**config.mk**
```make
export PLATFORM = sky130hd
export DESIGN_NAME = truth_table_sweeper
export DESIGN_NICKNAME = d
export VERILOG_FILES = /design/src/rtl/sweeper_pkg.sv /design/src/rtl/truth_table_sweeper_hold_timer.sv /design/src/rtl/truth_table_sweeper.sv
export SDC_FILE = /design/constraint.sdc
export NUM_CORES = 1
export LEC_CHECK = 0
export ABC_CLOCK_PERIOD_IN_PS = 1700
export CAP_MARGIN = 10
export CORE_MARGIN = 2
export CORE_UTILIZATION = 40
export CTS_CLUSTER_DIAMETER = 60
export CTS_CLUSTER_SIZE = 30
export DETAILED_ROUTE_END_ITERATION = 8
export PLACE_DENSITY = 0.73
export SKIP_CTS_REPAIR_TIMING = 1
export SKIP_LAST_GASP = 1
export SLEW_MARGIN = 20
export SYNTH_ARGS = -nofsm -noshare
export SYNTH_HDL_FRONTEND = slang
export SYNTH_HIERARCHICAL = 1
export SYNTH_SLANG_ARGS = --single-unit
```
**constraint.sdc**
```tcl
create_clock -name clk -period 1.7 [get_ports clk]
set_clock_uncertainty 0.15 [all_clocks]
set_input_delay 0.51 -clock clk [delete_from_list [all_inputs] [get_ports clk]]
set_output_delay 0.51 -clock clk [all_outputs]
set_load 0.005 [all_outputs]
```
**src/rtl/sweeper_pkg.sv**
```systemverilog
// Shared types and constants for the truth-table sweeper.
package sweeper_pkg;

    localparam int VEC_W   = 4;
    localparam int NUM_VEC = 16;
    localparam int TABLE_W = 16;

    typedef enum logic [1:0] {
        IDLE = 2'd0,
        RUN  = 2'd1,
        DONE = 2'd2
    } state_e;

    // Number of set bits in a 16-bit word; 5 bits covers the all-ones case.
    function automatic logic [4:0] popcount16(input logic [TABLE_W-1:0] v);
        logic [4:0] n;
        n = '0;
        for (int i = 0; i < TABLE_W; i++) begin
            n = n + {4'd0, v[i]};
        end
        return n;
    endfunction

endpackage

```
**src/rtl/truth_table_sweeper_hold_timer.sv**
```systemverilog
// Hold timer: counts cycles while enabled and flags the last hold cycle of
// each input combination. Wraps to zero on its own after the last cycle.
module hold_timer #(
    parameter int HOLD_CYCLES = 20
) (
    input  logic clk,
    input  logic reset,
    input  logic clear,
    input  logic enable,
    output logic last
);

    localparam int CNT_W = ($clog2(HOLD_CYCLES + 1) < 1) ? 1 : $clog2(HOLD_CYCLES + 1);
    localparam logic [CNT_W-1:0] LAST_VAL = CNT_W'(HOLD_CYCLES - 1);

    logic [CNT_W-1:0] hold_cnt_q;
    logic [CNT_W-1:0] hold_cnt_d;

    assign last = (hold_cnt_q == LAST_VAL);

    // Next count: clear wins, otherwise advance and wrap on the last cycle.
    always_comb begin
        hold_cnt_d = hold_cnt_q;
        if (clear) begin
            hold_cnt_d = '0;
        end else if (enable) begin
            if (last) begin
                hold_cnt_d = '0;
            end else begin
                hold_cnt_d = hold_cnt_q + 1'b1;
            end
        end
    end

    // Count register with asynchronous clear.
    always_ff @(posedge clk or posedge reset) begin
        if (reset) begin
            hold_cnt_q <= '0;
        end else begin
            hold_cnt_q <= hold_cnt_d;
        end
    end

endmodule

```
**src/rtl/truth_table_sweeper.sv**
```systemverilog
// Truth-table sweeper: drives a..d through 0..15, holds each combination for
// HOLD_CYCLES cycles and samples f_in on the last hold cycle into table_out.
// Optional golden-table compare is enabled with the SWEEP_COMPARE_EN macro.
module truth_table_sweeper
    import sweeper_pkg::*;
#(
    parameter int HOLD_CYCLES = 20
) (
    input  logic               clk,
    input  logic               reset,
    input  logic               start,
    input  logic               f_in,
    output logic               a,
    output logic               b,
    output logic               c,
    output logic               d,
    output logic               busy,
    output logic               done,
    output logic [TABLE_W-1:0] table_out,
    output logic               table_valid
`ifdef SWEEP_COMPARE_EN
    ,
    input  logic [TABLE_W-1:0] expected_in,
    output logic               mismatch,
    output logic [4:0]         mismatch_cnt
`endif
);

    state_e             state_q, state_d;
    logic [VEC_W-1:0]   vec_q, vec_d;
    logic               busy_q, busy_d;
    logic               done_q, done_d;
    logic [TABLE_W-1:0] table_q, table_d;
    logic               valid_q, valid_d;
    logic               timer_clear;
    logic               timer_en;
    logic               hold_last;
`ifdef SWEEP_COMPARE_EN
    logic               mismatch_q, mismatch_d;
    logic [4:0]         mcnt_q, mcnt_d;
`endif

    hold_timer #(
        .HOLD_CYCLES(HOLD_CYCLES)
    ) u_hold_timer (
        .clk   (clk),
        .reset (reset),
        .clear (timer_clear),
        .enable(timer_en),
        .last  (hold_last)
    );

    assign a           = vec_q[3];
    assign b           = vec_q[2];
    assign c           = vec_q[1];
    assign d           = vec_q[0];
    assign busy        = busy_q;
    assign done        = done_q;
    assign table_out   = table_q;
    assign table_valid = valid_q;
`ifdef SWEEP_COMPARE_EN
    assign mismatch     = mismatch_q;
    assign mismatch_cnt = mcnt_q;
`endif

    // Sequencer next-state and registered-output logic. busy/done are computed
    // one cycle ahead so the outputs come straight from flops.
    always_comb begin
        state_d     = state_q;
        vec_d       = vec_q;
        busy_d      = 1'b0;
        done_d      = 1'b0;
        table_d     = table_q;
        valid_d     = valid_q;
        timer_clear = 1'b0;
        timer_en    = 1'b0;
`ifdef SWEEP_COMPARE_EN
        mismatch_d  = mismatch_q;
        mcnt_d      = mcnt_q;
`endif
        case (state_q)
            IDLE: begin
                vec_d       = '0;
                timer_clear = 1'b1;
                if (start) begin
                    state_d = RUN;
                    busy_d  = 1'b1;
                    table_d = '0;
                    valid_d = 1'b0;
`ifdef SWEEP_COMPARE_EN
                    mismatch_d = 1'b0;
                    mcnt_d     = '0;
`endif
                end
            end
            RUN: begin
                timer_en = 1'b1;
                busy_d   = 1'b1;
                if (hold_last) begin
                    table_d[vec_q] = f_in;
                    if (vec_q == VEC_W'(NUM_VEC - 1)) begin
                        vec_d   = '0;
                        state_d = DONE;
                        busy_d  = 1'b0;
                    end else begin
                        vec_d = vec_q + 1'b1;
                    end
                end
            end
            DONE: begin
                timer_clear = 1'b1;
                done_d      = 1'b1;
                valid_d     = 1'b1;
                state_d     = IDLE;
`ifdef SWEEP_COMPARE_EN
                mismatch_d  = (table_q != expected_in);
                mcnt_d      = popcount16(table_q ^ expected_in);
`endif
            end
            default: begin
                state_d = IDLE;
                vec_d   = '0;
            end
        endcase
    end

    // State and output registers; reset aborts any sweep in progress.
    always_ff @(posedge clk or posedge reset) begin
        if (reset) begin
            state_q    <= IDLE;
            vec_q      <= '0;
            busy_q     <= 1'b0;
            done_q     <= 1'b0;
            table_q    <= '0;
            valid_q    <= 1'b0;
`ifdef SWEEP_COMPARE_EN
            mismatch_q <= 1'b0;
            mcnt_q     <= '0;
`endif
        end else begin
            state_q    <= state_d;
            vec_q      <= vec_d;
            busy_q     <= busy_d;
            done_q     <= done_d;
            table_q    <= table_d;
            valid_q    <= valid_d;
`ifdef SWEEP_COMPARE_EN
            mismatch_q <= mismatch_d;
            mcnt_q     <= mcnt_d;
`endif
        end
    end

endmodule

```
After elaboration in Yosys (flattened, before gate mapping)
Index checks and enable logic that the tools add are counted.
Storage, ports and cells
  flip-flop bits (word level): 30
  bits in latches: 0
  bits in writable memories: 0
  memory bits (read-only): 0
  output and inout port bits: 23
  word-level logic and storage cells: 54
  memories kept: 0
Cells by class
  add/sub/neg operators: 2
  multiply operators: 0
  div/mod/pow operators: 0
  magnitude comparators: 2
  equality and inequality tests: 7
  shifts and indexed selects: 0
  mux-type cells: 25
  bitwise gates (word level): 1
  reductions and logical operators: 10
Operators by type and width (number)
  $mux 16: 2
  $pmux 16 s2: 1
  $bwmux 16: 1
  $mux 5: 3
  $mux 1: 8
  $mux 4: 2
  $pmux 4 s2: 1
  $mux 2: 3
  $ne 2x2->1 const B: 3
  $reduce_and 3->1: 2
  $reduce_bool 2->1: 3
  $add 5x1->5 const B: 1
  $eq 5x5->1 const B: 1
  $lt 4x5->1 const B: 1
  $add 4x1->4 const B: 1
  $demux 1 s4: 1
  $eq 4x4->1 const B: 1
  $ge 4x1->1 const B: 1
  $pmux 1 s2: 2
  $pmux 2 s2: 1
  $reduce_and 2->1: 2
  $eq 2x1->1 const B: 1
  $eq 2x2->1 const B: 1
  $logic_not 2->1: 1
  other kinds (3): 3

Logic depth before layout (Yosys ltp)
  depth after elaboration: 7
  gate-level depth with buffers: 7

Modules after synthesis
The synthesis kept the hierarchy.
Modules (own cells, without submodules)
  truth_table_sweeper: instances 1, cells an instance 138, area each 1396.3 sq um, seq. area each 625.6 sq um
  hold_timer: instances 1, cells an instance 25, area each 267.8 sq um, seq. area each 125.1 sq um

Worst setup path before layout
Ideal clock, no wire load.
  kind: register to register
  from: reg u_hold_timer.hold_cnt_q[0]
  to: reg vec_q[3]
  library setup time: 0.069 ns
  arrival: 1.651 ns
  data required time: 1.481 ns
  setup slack: -0.170 ns
  cell stages (with the launch flop): 7
  path through: dfrtp_1 > ha_1 > nor4bb_1 > clkbuf_4 > inv_1 > or4b_1 > nand3_1
On the way
  cells in the longest elaborated chain, start to end: 3
Ends and longest elaborated chain
  from (decl): RTL line truth_table_sweeper_hold_timer.sv:16  | logic [CNT_W-1:0] hold_cnt_q;
  from (signal assigned): RTL line truth_table_sweeper_hold_timer.sv:40  | hold_cnt_q <= hold_cnt_d;
  $eq 5x5->1: RTL line truth_table_sweeper_hold_timer.sv:19  | assign last = (hold_cnt_q == LAST_VAL);
  named net hold_last: RTL line truth_table_sweeper.sv:37  | logic hold_last;
  $ne 2x2->1 (no source line)
  $reduce_and 2->1 (no source line)
  to (signal assigned): RTL line truth_table_sweeper.sv:142  | vec_q <= vec_d;
  to (decl): RTL line truth_table_sweeper.sv:30  | logic [VEC_W-1:0] vec_q, vec_d;
The timed path passes the listed nets, and every way through them passes these cells.
A chain may end at the register's enable or synchronous reset.

Worst setup path in the final report
  from: reg u_hold_timer.hold_cnt_q[0]
  to: reg table_q[13] (netlist: table_out[13])
On the way
  cells in the longest elaborated chain, start to end: 3
Ends and longest elaborated chain
  $eq 5x5->1: RTL line truth_table_sweeper_hold_timer.sv:19
  named net hold_last: RTL line truth_table_sweeper.sv:37
  $ne 2x2->1 (no source line)
  $reduce_and 3->1 (no source line)
  to (signal assigned): RTL line truth_table_sweeper.sv:145  | table_q <= table_d;
  to (decl): RTL line truth_table_sweeper.sv:33  | logic [TABLE_W-1:0] table_q, table_d;
The timed path passes the listed nets, and every way through them passes these cells.

==> out/metrics.cfg <==
[outcome]
status=finished, violations left
violations=negative setup slack

[logic_synthesis]
synthArstFlopShare_pct=100
synth-edff-count=0
ys.flop_type=dfrtp_1
synth_fa_ha_area_share_pct=3.76
synthesis.nets=172
synthDistinctLibCells=37
synthXorXnorAreaFrac_pct=1.58
yosys_warnings=6
synth_top_family_by_area=compound AO/OA/AOI/OAI gates
synth_mux_area_share_pct=2.63
avgSynthCellArea_um2=10.2
synth-seq-cells=30
ys_seq_area_share_pct=45.1
syn-cell-area_um2=1660
synthCells=163
synth_compound_area_share_pct=20.3
synthSimpleGateAreaFrac_pct=16.8

[sta]
relSlewSlack_pct=68.7
setup_violations=8
rsz0062_at_grt=true
layout_setup_ws_ps=-32.7
hold_violations=0
finalSetupTns_ps=-140
final_max_slew_viol_count=0
worst_slew_pin_slew_ps=469
min_period_over_period_pct=102
period_minus_slack_ps=1730
fmax_ghz=0.577
whs_ps=292

[clock_network]
root_buffer=clkbuf_8
cts_tree=yes
clkTransAtPathRegs_ps=70
cts_max_level=2
clock-sinks=30
ctsLongestPathBuffers=2
cts_buffers=5
worst_skew_pair.late_latency_ps=280

[power]
comb_power_share_pct=43.7
power_w=0.00277
p_per_area_nw_per_um2=1100
netSwitchingPower_w=0.000890
peakVddDrop_mv=0.964
power.share.clock_pct=21.2
swShare_pct=32.2
p_seq_share_pct=35.0
p_int_w=0.00188
p_leak_nw=1.30

[global_route]
antenna_found_initial=0
grt_pass1_wl_mm=5.83
grt_pass1_vias=1299
grt_max_degree=26
grt.overflow.total=0
grt_usage_pct=17.0

[cells_and_area]
fillerInstances=316
seq_area_um2=753
layout-drive-gt1-share_pct=32.1
final_core_util_pct=62.9
antenna_cells=0
area_delta_synth_final_pct=51.3
multi_input_area_um2=835
nNetsFinal=229
final-instance-count-excl-fill=271

[floorplan]
io_pins=27
die_y_um=68.5
die_area_um2=4690
core_area_um2=4000
start_util_pct=41.6
std_cell_rows=23
die_w_um=68.5

[setup_path]
cp_num_buf_inv=2
slowest_stage=dfrtp_1
worstSetupStartpoint=u_hold_timer/hold_cnt_q[0]$_DFFE_PP0P_
path_cells=ha_2 > nor4bb_4 > buf_4 > mux2i_4 > buf_12 > a211oi_2 > o22ai_1
r2r_setup_slack_ps=-30
reg2reg_depth=7
start_kind=flip-flop
crit_end=table_out[13]$_DFFE_PP0P_
r2r_end=table_out[13]$_DFFE_PP0P_
cp-end-kind=flip-flop
worstPathArrival_ps=1750
crit_fanout=8
required_ps=1720
cp.depth=7
cp_top_family=flip-flops
crit_type=flip-flop to flip-flop
r2r-start=u_hold_timer/hold_cnt_q[0]$_DFFE_PP0P_
slowest_delay_ps=350

[detailed_routing]
antenna_left=0
drc=0
dr_total_vias=1439
wirelength_mm=3.96
routedWlPerCell_um=14.6
drt_iter0_drc=105
first_pass_iters=4
vias_per_cell=5.31

[placement]
hpwl_mm=2.49
place_inst=254
port_buffers=26
gp_congestion=0.777

[worst_hold_path]
hp-class=input pin to asynchronous set/reset pin

[flow_run]
cap_violations=0

==> sequential cells by signal, summed over array words and instances, names as in the netlist <==
signal	cells
table_out	16
u_hold_timer/hold_cnt_q	5
vec_q	4
table_valid	1
done	1
busy	1
state_q	2
==> power groups by stage <==
stage	clock [W]	sequential, W	combinational (W)
after floorplan	0	0.000987	0.000561
after global placement	0	0.000976	0.00107
after detailed placement	0	0.000980	0.00109
after CTS	0.000600	0.000968	0.00110
after global routing	0.000637	0.000994	0.00132
final	0.000587	0.000970	0.00121
==> routing by layer <==
layer	share of wire [%]	up-vias	GRT usage [%]
li1	-	701	-
met1	42	684	20.8
met2	51	42	28.0
met3	5.2	12	4.87
met4	2.6	0	6.75
met5	0	-	0
==> metrics by stage <==
| step | worst slack, ps | instance area (µm²) |
|---|---|---|
| floorplan | -34.5 | 1670 |
| global placement | -266 | 2170 |
| detailed placement | -315 | 2170 |
| CTS | -247 | 2260 |
| global route | -179 | 2520 |
| finish | -32.7 | 2520 |
==> worst register-to-register path, delay by kind of cell, from the launching register on <==
kind	cells	cell delay, ps
flip-flops	1	350
AND/OR/NAND/NOR	1	180
multiplexers	1	110
AO/OA/AOI/OAI	2	300
adder cells (fa/ha/maj)	1	180
buffers and inverters	2	350
==> cell usage in the layout, fill, tap and decap left out, types with 4 or more instances in the layout <==
cell            count
a211oi_2           12
clkbuf_8            6
nand2_1             7
nand3_1             9
o22ai_1            12
buf_12              5
ha_1                4
dfrtp_1            28
nand3b_1            8
buf_4              28
nor2_1              5
inv_1              19
or3b_1              4
dlymetal6s2s_1     23
==> worst min-delay path by stage <==
stage          cells after the start                                endpoint                    start
2_1_floorplan                      1  u_hold_timer/hold_cnt_q[0]$_DFFE_PP0P_                    reset
3_3_place_gp                       1                 table_valid$_DFFE_PP0P_  table_valid$_DFFE_PP0P_
3_5_place_dp                       1                 table_valid$_DFFE_PP0P_  table_valid$_DFFE_PP0P_
4_1_cts                            2  u_hold_timer/hold_cnt_q[0]$_DFFE_PP0P_                    reset
5_1_grt                            2  u_hold_timer/hold_cnt_q[0]$_DFFE_PP0P_                    reset
6_report                           2  u_hold_timer/hold_cnt_q[0]$_DFFE_PP0P_                    reset
==> cell usage after synthesis (all sizes together), types with 2 or more instances <==
cell	n	area share (%)
nor2	5	1.1
o22ai	14	5.3
clkbuf	2	0.68
buf	11	4.6
dfrtp	30	45
xnor2	3	1.6
nand3b	8	3.6
or3b	4	2.1
a21oi	2	0.60
nand4	3	1.1
nand2	7	1.6
o211ai	3	1.4
a22oi	2	0.90
a211oi	13	8.0
a22o	2	1.1
mux2i	2	2.0
nand3	11	3.6
nor2b	3	1.1
inv	20	4.5
ha	5	3.8
o21ai	4	1.2
==> final cells by class <==
| cell class | instances | share of cell area (%) |
|---|---|---|
| Clock buffer | 7 | 3.43 |
| Tap cell | 50 | 2.49 |
| Sequential cell | 30 | 29.9 |
| Timing Repair Buffer | 63 | 27.8 |
| Inverter | 20 | 2.98 |
| Multi-Input combinational cell | 100 | 33.2 |
| Clock inverter | 1 | 0.199 |
==> cell families (layout without fill, tap and decap cells) <==
logic type / after synthesis / count (layout)
adder cells (fa/ha/maj): 5 / 5
multiplexers: 3 / 3
flip-flops: 30 / 30
buffers and inverters: 33 / 91
AO/OA/AOI/OAI: 43 / 43
XOR/XNOR: 3 / 3
AND/OR/NAND/NOR: 46 / 46
No activity file was read; power rests on OpenSTA's default activity.
